===== src/rtl/imem_pkg.sv =====
// Shared definitions for the loadable instruction memory: FSM encoding,
// word geometry and the value returned on a failed fetch.
package imem_pkg;

    typedef enum logic [1:0] {
        ST_IDLE = 2'd0,
        ST_LOAD = 2'd1,
        ST_RUN  = 2'd2
    } state_e;

    localparam int WORD_BYTES = 4;
    localparam int BYTE_CNT_W = $clog2(WORD_BYTES);
    localparam logic [31:0] DEFAULT_NOP_WORD = 32'h0000_0000;

endpackage


===== src/rtl/instr_mem_loadable_if.sv =====
// Loader and fetch signals of the instruction memory. The master drives
// requests (loader/PC side); the slave is the memory itself.
interface instr_mem_loadable_if #(
    parameter int ADDR_W = 8
) ();

    logic              load_en;
    logic              load_valid;
    logic [7:0]        load_byte;
    logic              load_ready;
    logic              load_done;
    logic              fetch_valid;
    logic [ADDR_W-1:0] fetch_addr;
    logic              fetch_ready;
    logic              inst_valid;
    logic [31:0]       inst_out;
    logic              fetch_err;

    modport master (
        output load_en, load_valid, load_byte, fetch_valid, fetch_addr,
        input  load_ready, load_done, fetch_ready, inst_valid, inst_out, fetch_err
    );

    modport slave (
        input  load_en, load_valid, load_byte, fetch_valid, fetch_addr,
        output load_ready, load_done, fetch_ready, inst_valid, inst_out, fetch_err
    );

endinterface


===== src/rtl/imem_byte_packer.sv =====
// Collects loader bytes big-endian into a 32-bit word; word_strobe is high
// in the cycle the final byte of a word arrives, with the full word on word.
module imem_byte_packer
    import imem_pkg::*;
(
    input  logic        clk,
    input  logic        rst,
    input  logic        clear,
    input  logic        byte_valid,
    input  logic [7:0]  byte_in,
    output logic [31:0] word,
    output logic        word_strobe
);

    localparam int SHIFT_W = 8 * (WORD_BYTES - 1);
    localparam logic [BYTE_CNT_W-1:0] LAST_BYTE = BYTE_CNT_W'(WORD_BYTES - 1);

    logic [BYTE_CNT_W-1:0] byte_cnt_q, byte_cnt_d;
    logic [SHIFT_W-1:0]    shift_q, shift_d;

    assign word        = {shift_q, byte_in};
    assign word_strobe = byte_valid && (byte_cnt_q == LAST_BYTE);

    // NOTE: every variable gets a default before any branch so no latch is inferred.
    always_comb begin
        byte_cnt_d = byte_cnt_q;
        shift_d    = shift_q;
        if (byte_valid) begin
            shift_d    = {shift_q[SHIFT_W-9:0], byte_in};
            byte_cnt_d = byte_cnt_q + BYTE_CNT_W'(1);
        end
        // A clear drops any partial word; the counter wraps to 0 after the last byte anyway.
        if (clear) begin
            byte_cnt_d = '0;
        end
    end

    // NOTE: state flops use non-blocking assignments so all registers update together.
    always_ff @(posedge clk or negedge rst) begin
        if (!rst) begin
            byte_cnt_q <= '0;
            shift_q    <= '0;
        end else begin
            byte_cnt_q <= byte_cnt_d;
            shift_q    <= shift_d;
        end
    end

endmodule


===== src/rtl/instr_mem_loadable.sv =====
// Run-time loadable instruction memory: byte-serial loader fills the word
// array, then fetches return one instruction per request one cycle later.
module instr_mem_loadable
    import imem_pkg::*;
#(
    parameter int          DEPTH_WORDS = 64,
    parameter int          ADDR_W      = 8,
    parameter logic [31:0] NOP_WORD    = DEFAULT_NOP_WORD
) (
    input logic                  clk,
    input logic                  rst,
    instr_mem_loadable_if.slave  bus
);

    localparam int IDX_W = $clog2(DEPTH_WORDS);
    localparam int PTR_W = IDX_W + 1;
    localparam logic [PTR_W-1:0] DEPTH_CNT = PTR_W'(DEPTH_WORDS);

    state_e           state_q, state_d;
    logic             load_ready_q, load_ready_d;
    logic             load_done_q, load_done_d;
    logic             fetch_ready_q, fetch_ready_d;
    logic             inst_valid_q, inst_valid_d;
    logic             fetch_err_q, fetch_err_d;
    logic [31:0]      inst_out_q, inst_out_d;
    logic [PTR_W-1:0] wr_ptr_q, wr_ptr_d;
    logic [PTR_W-1:0] loaded_words_q, loaded_words_d;

    logic [31:0]      mem [DEPTH_WORDS];

    logic             byte_accept;
    logic             packer_clear;
    logic             word_strobe;
    logic [31:0]      packed_word;
    logic             fetch_accept;
    logic             fetch_bad;
    logic [IDX_W-1:0] fetch_idx;

    // load_ready_q already encodes "in LOAD with room left", so no extra bound check here.
    assign byte_accept  = (state_q == ST_LOAD) && bus.load_valid && load_ready_q;
    assign packer_clear = (state_q != ST_LOAD) || !bus.load_en;

    imem_byte_packer u_packer (
        .clk         (clk),
        .rst         (rst),
        .clear       (packer_clear),
        .byte_valid  (byte_accept),
        .byte_in     (bus.load_byte),
        .word        (packed_word),
        .word_strobe (word_strobe)
    );

    assign fetch_accept = bus.fetch_valid && fetch_ready_q;
    assign fetch_idx    = bus.fetch_addr[IDX_W+1:2];
    assign fetch_bad    = (bus.fetch_addr[1:0] != 2'b00) || ({1'b0, fetch_idx} >= loaded_words_q);

    always_comb begin
        state_d        = state_q;
        wr_ptr_d       = wr_ptr_q;
        loaded_words_d = loaded_words_q;
        load_done_d    = 1'b0;
        unique case (state_q)
            ST_IDLE, ST_RUN: begin
                if (bus.load_en) begin
                    state_d        = ST_LOAD;
                    wr_ptr_d       = '0;
                    loaded_words_d = '0;
                end else begin
                    state_d = ST_RUN;
                end
            end
            ST_LOAD: begin
                if (word_strobe) begin
                    wr_ptr_d       = wr_ptr_q + PTR_W'(1);
                    loaded_words_d = wr_ptr_q + PTR_W'(1);
                end
                if (!bus.load_en) begin
                    state_d     = ST_RUN;
                    load_done_d = 1'b1;
                end
            end
            default: state_d = ST_IDLE;
        endcase

        // Outputs are registered from the next-state view so they line up with state_q.
        load_ready_d  = (state_d == ST_LOAD) && (wr_ptr_d < DEPTH_CNT);
        fetch_ready_d = (state_d == ST_RUN);

        inst_valid_d = fetch_accept;
        fetch_err_d  = fetch_err_q;
        inst_out_d   = inst_out_q;
        if (fetch_accept) begin
            fetch_err_d = fetch_bad;
            inst_out_d  = fetch_bad ? NOP_WORD : mem[fetch_idx];
        end
    end

    always_ff @(posedge clk or negedge rst) begin
        if (!rst) begin
            state_q        <= ST_IDLE;
            load_ready_q   <= 1'b0;
            load_done_q    <= 1'b0;
            fetch_ready_q  <= 1'b0;
            inst_valid_q   <= 1'b0;
            fetch_err_q    <= 1'b0;
            inst_out_q     <= NOP_WORD;
            wr_ptr_q       <= '0;
            loaded_words_q <= '0;
        end else begin
            state_q        <= state_d;
            load_ready_q   <= load_ready_d;
            load_done_q    <= load_done_d;
            fetch_ready_q  <= fetch_ready_d;
            inst_valid_q   <= inst_valid_d;
            fetch_err_q    <= fetch_err_d;
            inst_out_q     <= inst_out_d;
            wr_ptr_q       <= wr_ptr_d;
            loaded_words_q <= loaded_words_d;
        end
    end

    // NOTE: storage has no reset; loaded_words_q alone decides which words are valid.
    always_ff @(posedge clk) begin
        if (word_strobe) begin
            mem[wr_ptr_q[IDX_W-1:0]] <= packed_word;
        end
    end

    assign bus.load_ready  = load_ready_q;
    assign bus.load_done   = load_done_q;
    assign bus.fetch_ready = fetch_ready_q;
    assign bus.inst_valid  = inst_valid_q;
    assign bus.inst_out    = inst_out_q;
    assign bus.fetch_err   = fetch_err_q;

endmodule


===== src/flat_wrapper.sv =====
// flat-port wrapper written by rule: the top's interface ports become plain ports
module instr_mem_loadable_flat import imem_pkg::*;
#(
    parameter int          DEPTH_WORDS = 64,
    parameter int          ADDR_W      = 8,
    parameter logic [31:0] NOP_WORD    = DEFAULT_NOP_WORD
)
  (clk, rst, bus_load_en, bus_load_valid, bus_load_byte, bus_fetch_valid, bus_fetch_addr, bus_load_ready, bus_load_done, bus_fetch_ready, bus_inst_valid, bus_inst_out, bus_fetch_err);
  instr_mem_loadable_if #(.ADDR_W(ADDR_W)) bus_i ();
  input logic clk;
  input logic rst;
  input wire logic [$bits(bus_i.load_en)-1:0] bus_load_en;
  input wire logic [$bits(bus_i.load_valid)-1:0] bus_load_valid;
  input wire logic [$bits(bus_i.load_byte)-1:0] bus_load_byte;
  input wire logic [$bits(bus_i.fetch_valid)-1:0] bus_fetch_valid;
  input wire logic [$bits(bus_i.fetch_addr)-1:0] bus_fetch_addr;
  output wire logic [$bits(bus_i.load_ready)-1:0] bus_load_ready;
  output wire logic [$bits(bus_i.load_done)-1:0] bus_load_done;
  output wire logic [$bits(bus_i.fetch_ready)-1:0] bus_fetch_ready;
  output wire logic [$bits(bus_i.inst_valid)-1:0] bus_inst_valid;
  output wire logic [$bits(bus_i.inst_out)-1:0] bus_inst_out;
  output wire logic [$bits(bus_i.fetch_err)-1:0] bus_fetch_err;
  assign bus_i.load_en = bus_load_en;
  assign bus_i.load_valid = bus_load_valid;
  assign bus_i.load_byte = bus_load_byte;
  assign bus_i.fetch_valid = bus_fetch_valid;
  assign bus_i.fetch_addr = bus_fetch_addr;
  assign bus_load_ready = bus_i.load_ready;
  assign bus_load_done = bus_i.load_done;
  assign bus_fetch_ready = bus_i.fetch_ready;
  assign bus_inst_valid = bus_i.inst_valid;
  assign bus_inst_out = bus_i.inst_out;
  assign bus_fetch_err = bus_i.fetch_err;
  instr_mem_loadable #(.DEPTH_WORDS(DEPTH_WORDS), .ADDR_W(ADDR_W), .NOP_WORD(NOP_WORD)) u_core (.clk(clk), .rst(rst), .bus(bus_i));
endmodule

===== config.mk =====
export PLATFORM = sky130hd
export DESIGN_NAME = instr_mem_loadable_flat
export DESIGN_NICKNAME = d
export VERILOG_FILES = /design/src/rtl/imem_pkg.sv /design/src/rtl/instr_mem_loadable_if.sv /design/src/rtl/imem_byte_packer.sv /design/src/rtl/instr_mem_loadable.sv /design/src/flat_wrapper.sv
export SDC_FILE = /design/constraint.sdc
export NUM_CORES = 2
export LEC_CHECK = 0
export CAP_MARGIN = 40
export CELL_PAD_IN_SITES_DETAIL_PLACEMENT = 1
export CELL_PAD_IN_SITES_GLOBAL_PLACEMENT = 1
export CORE_MARGIN = 2
export CORE_UTILIZATION = 30
export DETAILED_ROUTE_END_ITERATION = 10
export PLACE_DENSITY = 0.49
export SETUP_SLACK_MARGIN = 0.05
export SLEW_MARGIN = 5
export SYNTH_ARGS = -nofsm -noshare
export SYNTH_HDL_FRONTEND = slang
export SYNTH_SLANG_ARGS = --single-unit

===== constraint.sdc =====
create_clock -name clk -period 5.2 [get_ports clk]
set_input_delay 1.04 -clock clk [delete_from_list [all_inputs] [get_ports clk]]
set_output_delay 1.04 -clock clk [all_outputs]
set_load 0.1 [all_outputs]

# Word-level counts from Yosys, hierarchy flattened
# Memories as Yosys holds them, arrays and structs flattened.
# Index checks and enable logic that the tools add are counted.
# classes
addsub	2
n_lt_le_gt_ge	2
n_eq_ne	8
mux	16
reduce_logical	14
# ops
cell	n
32-bit 2-to-1 mux	1
7-bit 2-to-1 mux	4
7-bit one-hot mux with 2 select lines	2
2-bit 2-to-1 mux	4
7-bit by 1-bit adder with 7-bit output (second input constant)	1
6-bit by 7-bit >= comparator with 1-bit output	1
7-bit less-than comparator (second input constant)	1
2-bit == test (second input constant)	3
2-bit nonzero test	3
1-bit logical AND	5
2-bit by 1-bit == test with 1-bit output (second input constant)	2
1-bit 2-to-1 mux	4
2-bit != test (second input constant)	2
2-bit one-hot mux with 2 select lines	1
3-bit AND reduction	1
2-bit by 1-bit adder with 2-bit output (second input constant)	1
2-bit zero test	1
1-bit logical OR	2
2-bit by 1-bit != test with 1-bit output (second input constant)	1
2-bit OR reduction	1
1-bit zero test	1
# totals
register_bits	79
ramBits	2048
in_bits	21
out_inout_bits	37
memories	1
# mem_list
memory	words	word_bits	rd	rd_ports_with_merged_regs	write_ports	line_no	source
u_core.mem	64	32	1	0	1	instr_mem_loadable.sv:29	logic [31:0] mem [DEPTH_WORDS];

# Depth between registers and ports, before layout
# logic_depth
word_depth	8
ltp_mapped	14
ltp_nobuf	8

# Modules after synthesis
# Synthesis repeated with hierarchy kept, for this count alone.
# hier_totals
cells_unflattened	3736
hier_area_um2	81619.5
# by_module_without_submodules
module	instances	cells_per_inst	area_each_um2	seq_area_each_um2
instr_mem_loadable	1	3669	80478.4	62825.3
imem_byte_packer	1	67	1141.1	650.6

# Least setup slack after synthesis
# Ideal clock, no wire load.
# synth_path
kind	reg2reg
startpoint	reg u_core.load_ready_q (netlist: u_core.bus.load_ready)
endpoint	mem u_core.mem[51][0] (enable)
setup_time_ns	0.421
t_arrival_ns	3.339
required_time_ns	4.779
setup_slack_ns	1.439
stages_incl_launch_ff	6
n_path_buf	0
synth_period_minus_slack_ns	3.761
cell_sequence	dfrtp_1 -> nand4b_1 -> or2_1 -> nor2_1 -> nand3_1 -> nor2_1
# synth_between
elab_chain_cells	4
# synth_lines
element	line_no	source
start: declaration	instr_mem_loadable.sv:20	logic load_ready_q, load_ready_d;
start signal: assignment	instr_mem_loadable.sv:111	load_ready_q <= load_ready_d;
1-bit logical AND	instr_mem_loadable.sv:40	assign byte_accept = (state_q == ST_LOAD) && bus.load_valid && load_ready_q;
1-bit logical AND	imem_byte_packer.sv:22	assign word_strobe = byte_valid && (byte_cnt_q == LAST_BYTE);
1-bit 2-to-1 mux	instr_mem_loadable.sv:124	if (word_strobe) begin
1-bit 2-to-1 mux (implied by the code)	instr_mem_loadable.sv:125	mem[wr_ptr_q[IDX_W-1:0]] <= packed_word;
end: declaration	instr_mem_loadable.sv:29	
# Every way passes these cells.

# Worst setup path after layout
# layout_path
startpoint	in bus_fetch_addr[2]
endpoint	reg u_core.inst_out_q[21] (netlist: u_core.bus.inst_out[21])
# layout_between
elab_chain_cells	3
word_cells_on_any_way	4
# layout_lines
element	line_no	source
start: declaration	flat_wrapper.sv:16	input wire logic [$bits(bus_i.fetch_addr)-1:0] bus_fetch_addr;
parallel branches: the longest is 2 deep, another holds memory 64 x 32 bit	--	
32-bit 2-to-1 mux (*)	instr_mem_loadable.sv:94	inst_out_d = fetch_bad ? NOP_WORD : mem[fetch_idx];
end signal: assignment	instr_mem_loadable.sv:116	inst_out_q <= inst_out_d;
end: declaration	instr_mem_loadable.sv:25	logic [31:0] inst_out_q, inst_out_d;
# Mark *: on every way between the ends.
# A chain may end at the register's enable or synchronous reset.

==> impl_metrics.ini <==
[synth]
dominant_synthesized_flop_cell = sky130_fd_sc_hd__edfxtp_1
synth-edff-count = 2048
syn_inst = 3787
main_combinational_cell_family_by_area_after_synthesis = multiplexers
syn_area_per_cell_um2 = 21.6
synthDominantCellAreaShare = 0.752
async_set_or_reset_register_ratio_after_synthesis = 0.0371
syn_nets = 3816
muxShareOfSynthArea = 0.154
synth_xor_area_frac = 0.000750
ys_warn_count = 0
sequential_area_share_after_synthesis = 0.776
synth_adder_area_share = 0.00122
post_synth_and_or_nand_nor_area_fraction = 0.0235
synthDistinctLibCells = 65
synth-compound-area-share = 0.0292
synth_top_area_cell = sky130_fd_sc_hd__edfxtp_1
synth.cell_area_um2 = 81800
ys_top_cells_by_area = sky130_fd_sc_hd__edfxtp_1 75%, sky130_fd_sc_hd__mux4_2 13%, sky130_fd_sc_hd__dfrtp_1 2.4%, sky130_fd_sc_hd__mux2i_1 2.0%, sky130_fd_sc_hd__a22oi_1 0.77%
ys_seq_elements = 2127

[critical_path]
crit_path_cell_trace = buf_8 > buf_12 > buf_4 > buf_4 > mux4_2 > mux4_2 > mux2i_1 > nor2_1 > a221o_1
worstReg2RegStart = u_core.state_q[1]
crit_path_leading_delay_family = multiplexers
critical_path.slowest_cell = sky130_fd_sc_hd__mux4_2
criticalPathCategory = input port to flop
cpPeakStageDelay_ns = 0.53
arrival_ns = 4.24
critical_path_peak_fanout = 24
start_kind = input port
setup.reg_to_reg.worst_slack_ns = 1.94
critPathCaptureType = flop
crit_required_ns = 5.96
r2r_end = u_core.mem[39][17]
worst-path-buf-inv = 4
length_in_cells_of_the_worst_reg_to_reg_path = 7

[sta]
setup_violations = 0
final.period_utilization = 0.670
grt_setup_unrepaired = no
final_hold_viol_count = 0
timing.hold.ws_ns = 0.185
worst_pin_slew_ns = 0.959
slew_violations = 0
clock_skew_ns = 0.0384
final.setup.tns_ns = 0
final_period_minus_worst_setup_slack_ns = 3.49
maxSlewHeadroom = 0.361
fmax_mhz = 287

[routing]
post_drt_wl_per_cell_um = 34.8
vias = 41690
detail_route.iter0.violations = 4908
totalWireLength_um = 276000
route.antenna.remaining_nets = 0
met2_length_um = 124000
route.met3.wl_um = 17300
first_pass_iters = 5
vias_per_cell = 5.25
post-route-drc-count = 0
met1Wirelength_um = 126000
top_layer = met5

[clocking]
postCtsSetupRepairBufs = 0
cts_buffers = 228
cts_resized = 0
clock_path_buffers = 3
cts-hold-fix-buffers = 0
clk_transition_reported_paths_ns = 0.06
clockRootBuffer = sky130_fd_sc_hd__clkbuf_16
worst_skew_pair.late_latency_ns = 0.88
maximum_level_of_the_cts_h_tree = 4
tritoncts = done
clock_sink_count = 2127

[power_and_ir_drop]
power_per_cell_area_nw_per_um2 = 415
p_leak_uw = 0.0306
ir_drop_uv = 267

[grt]
grt_antenna_before_repair = 26
grt_util_all_layers = 0.198
gr-total-overflow = 0
grt_pass1_wl_um = 377000
first_global_vias = 42694
grt_start_max_net_pins = 90

[floorplanning]
design.core.area_um2 = 271000
initial_core_utilization = 0.302
cell_rows = 191
die_height_um = 526
ios = 58
die_area_um2 = 277000
die_x_um = 526

[run_status]
status = finished, final reports clean

[placed_design]
dpl-instance-area_um2 = 89700
port_buffers = 57
globalplace.congestion = 0.892
detailed_place_hpwl_um = 175000

[layout]
postLayoutCellArea_um2 = 96800
count_of_nets_after_finishing = 4194
mostFrequentLayoutCell = sky130_fd_sc_hd__edfxtp_1
synthToLayoutAreaGrowth_pct = 18.4
most-common-layout-cells = 2048 x sky130_fd_sc_hd__edfxtp_1, 466 x sky130_fd_sc_hd__mux4_2, 231 x sky130_fd_sc_hd__clkbuf_16, 199 x sky130_fd_sc_hd__buf_4, 165 x sky130_fd_sc_hd__mux2i_1
combined_area_of_the_multi_input_logic_cells_um2 = 17600
layout-drive-gt1-share = 0.283
seq_area_um2 = 63500
num-fill-cells = 26233

[hold_path]
worstHoldPathType = input port to async pin

[flow_run]
cap_violations = 0
[synth_stat cells (35+ instances only)]
cell	instances
sky130_fd_sc_hd__a22oi_1	84
sky130_fd_sc_hd__buf_2	70
sky130_fd_sc_hd__dfrtp_1	79
sky130_fd_sc_hd__o21ai_0	35
sky130_fd_sc_hd__nor2_1	126
sky130_fd_sc_hd__nand2_1	120
sky130_fd_sc_hd__o22ai_1	37
sky130_fd_sc_hd__mux2i_1	165
sky130_fd_sc_hd__mux2_2	38
sky130_fd_sc_hd__clkbuf_1	71
sky130_fd_sc_hd__mux4_2	466
sky130_fd_sc_hd__nand3_1	42
sky130_fd_sc_hd__a21oi_1	55
sky130_fd_sc_hd__edfxtp_1	2048
[kinds of logic (layout without fill, tap and decap cells)]
family,after synthesis,count (layout)
compound gates,343,343
xor+xnor,7,7
fa+ha+maj,8,8
buf+inv,220,794
flops,2127,2127
mux,669,669
other cells,0,5
simple gates,413,413
[where the power goes]
part | internal, µW | switching, µW | leakage [µW]
sequential | 20300 | 751 | 0.0196
clock | 8820 | 6780 | 0.00344
combinational | 961 | 2570 | 0.00763
total | 30100 | 10100 | 0.0306
[sequential cells by signal, summed over array words and instances, names as in the netlist, 2 cells and up]
name	flops
u_core.state_q	2
u_core.u_packer.byte_cnt_q	2
u_core.mem	2048
u_core.wr_ptr_q	7
u_core.loaded_words_q	7
u_core.u_packer.shift_q	24
u_core.bus.inst_out	32
[per-stage QoR]
stage | total power (µW) | setup slack (ns) | instances | util
CTS | 40600 | 1.63 | 7928 | 0.357
global placement | 24500 | 0.706 | 7434 | 0.326
detailed placement | 25000 | 0.718 | 7502 | 0.331
floorplan | 22400 | 1.44 | 3787 | -
finish | 40200 | 1.71 | 7936 | 0.357
global route | 41300 | 1.62 | 7931 | 0.357
[metal layers]
| layer | global-route usage | vias to the layer above |
|---|---|---|
| met4 | 0.0640 | 4 |
| li1 | - | 16698 |
| met3 | 0.0309 | 357 |
| met1 | 0.292 | 23157 |
| met2 | 0.298 | 1474 |
| met5 | 0 | - |
[how the worst max path moves through the flow]
| stage | start | end | slack (ns) | depth (start not counted) |
|---|---|---|---|---|
| after CTS | u_core.bus.inst_out[14] | bus_inst_out[14] | 1.63 | 2 |
| after global routing | bus_fetch_addr[2] | u_core.bus.inst_out[21] | 1.62 | 9 |
| after global placement | bus_fetch_addr[2] | u_core.bus.inst_out[21] | 0.71 | 9 |
| after floorplan | u_core.bus.load_ready | u_core.mem[51][0] | 1.44 | 5 |
| final | bus_fetch_addr[2] | u_core.bus.inst_out[21] | 1.71 | 9 |
| after detailed placement | bus_fetch_addr[2] | u_core.bus.inst_out[21] | 0.72 | 9 |
[final cells by class]
class / instances / share of cell area
antenna: 5 / 0.000129
clock inverter: 127 / 0.0102
clock buffer: 299 / 0.0628
tap: 3570 / 0.0461
inverter: 14 / 0.000582
multi-input combinational: 1440 / 0.182
sequential: 2127 / 0.657
timing repair buffer: 354 / 0.0420
Power figures use the tool's default switching activity.
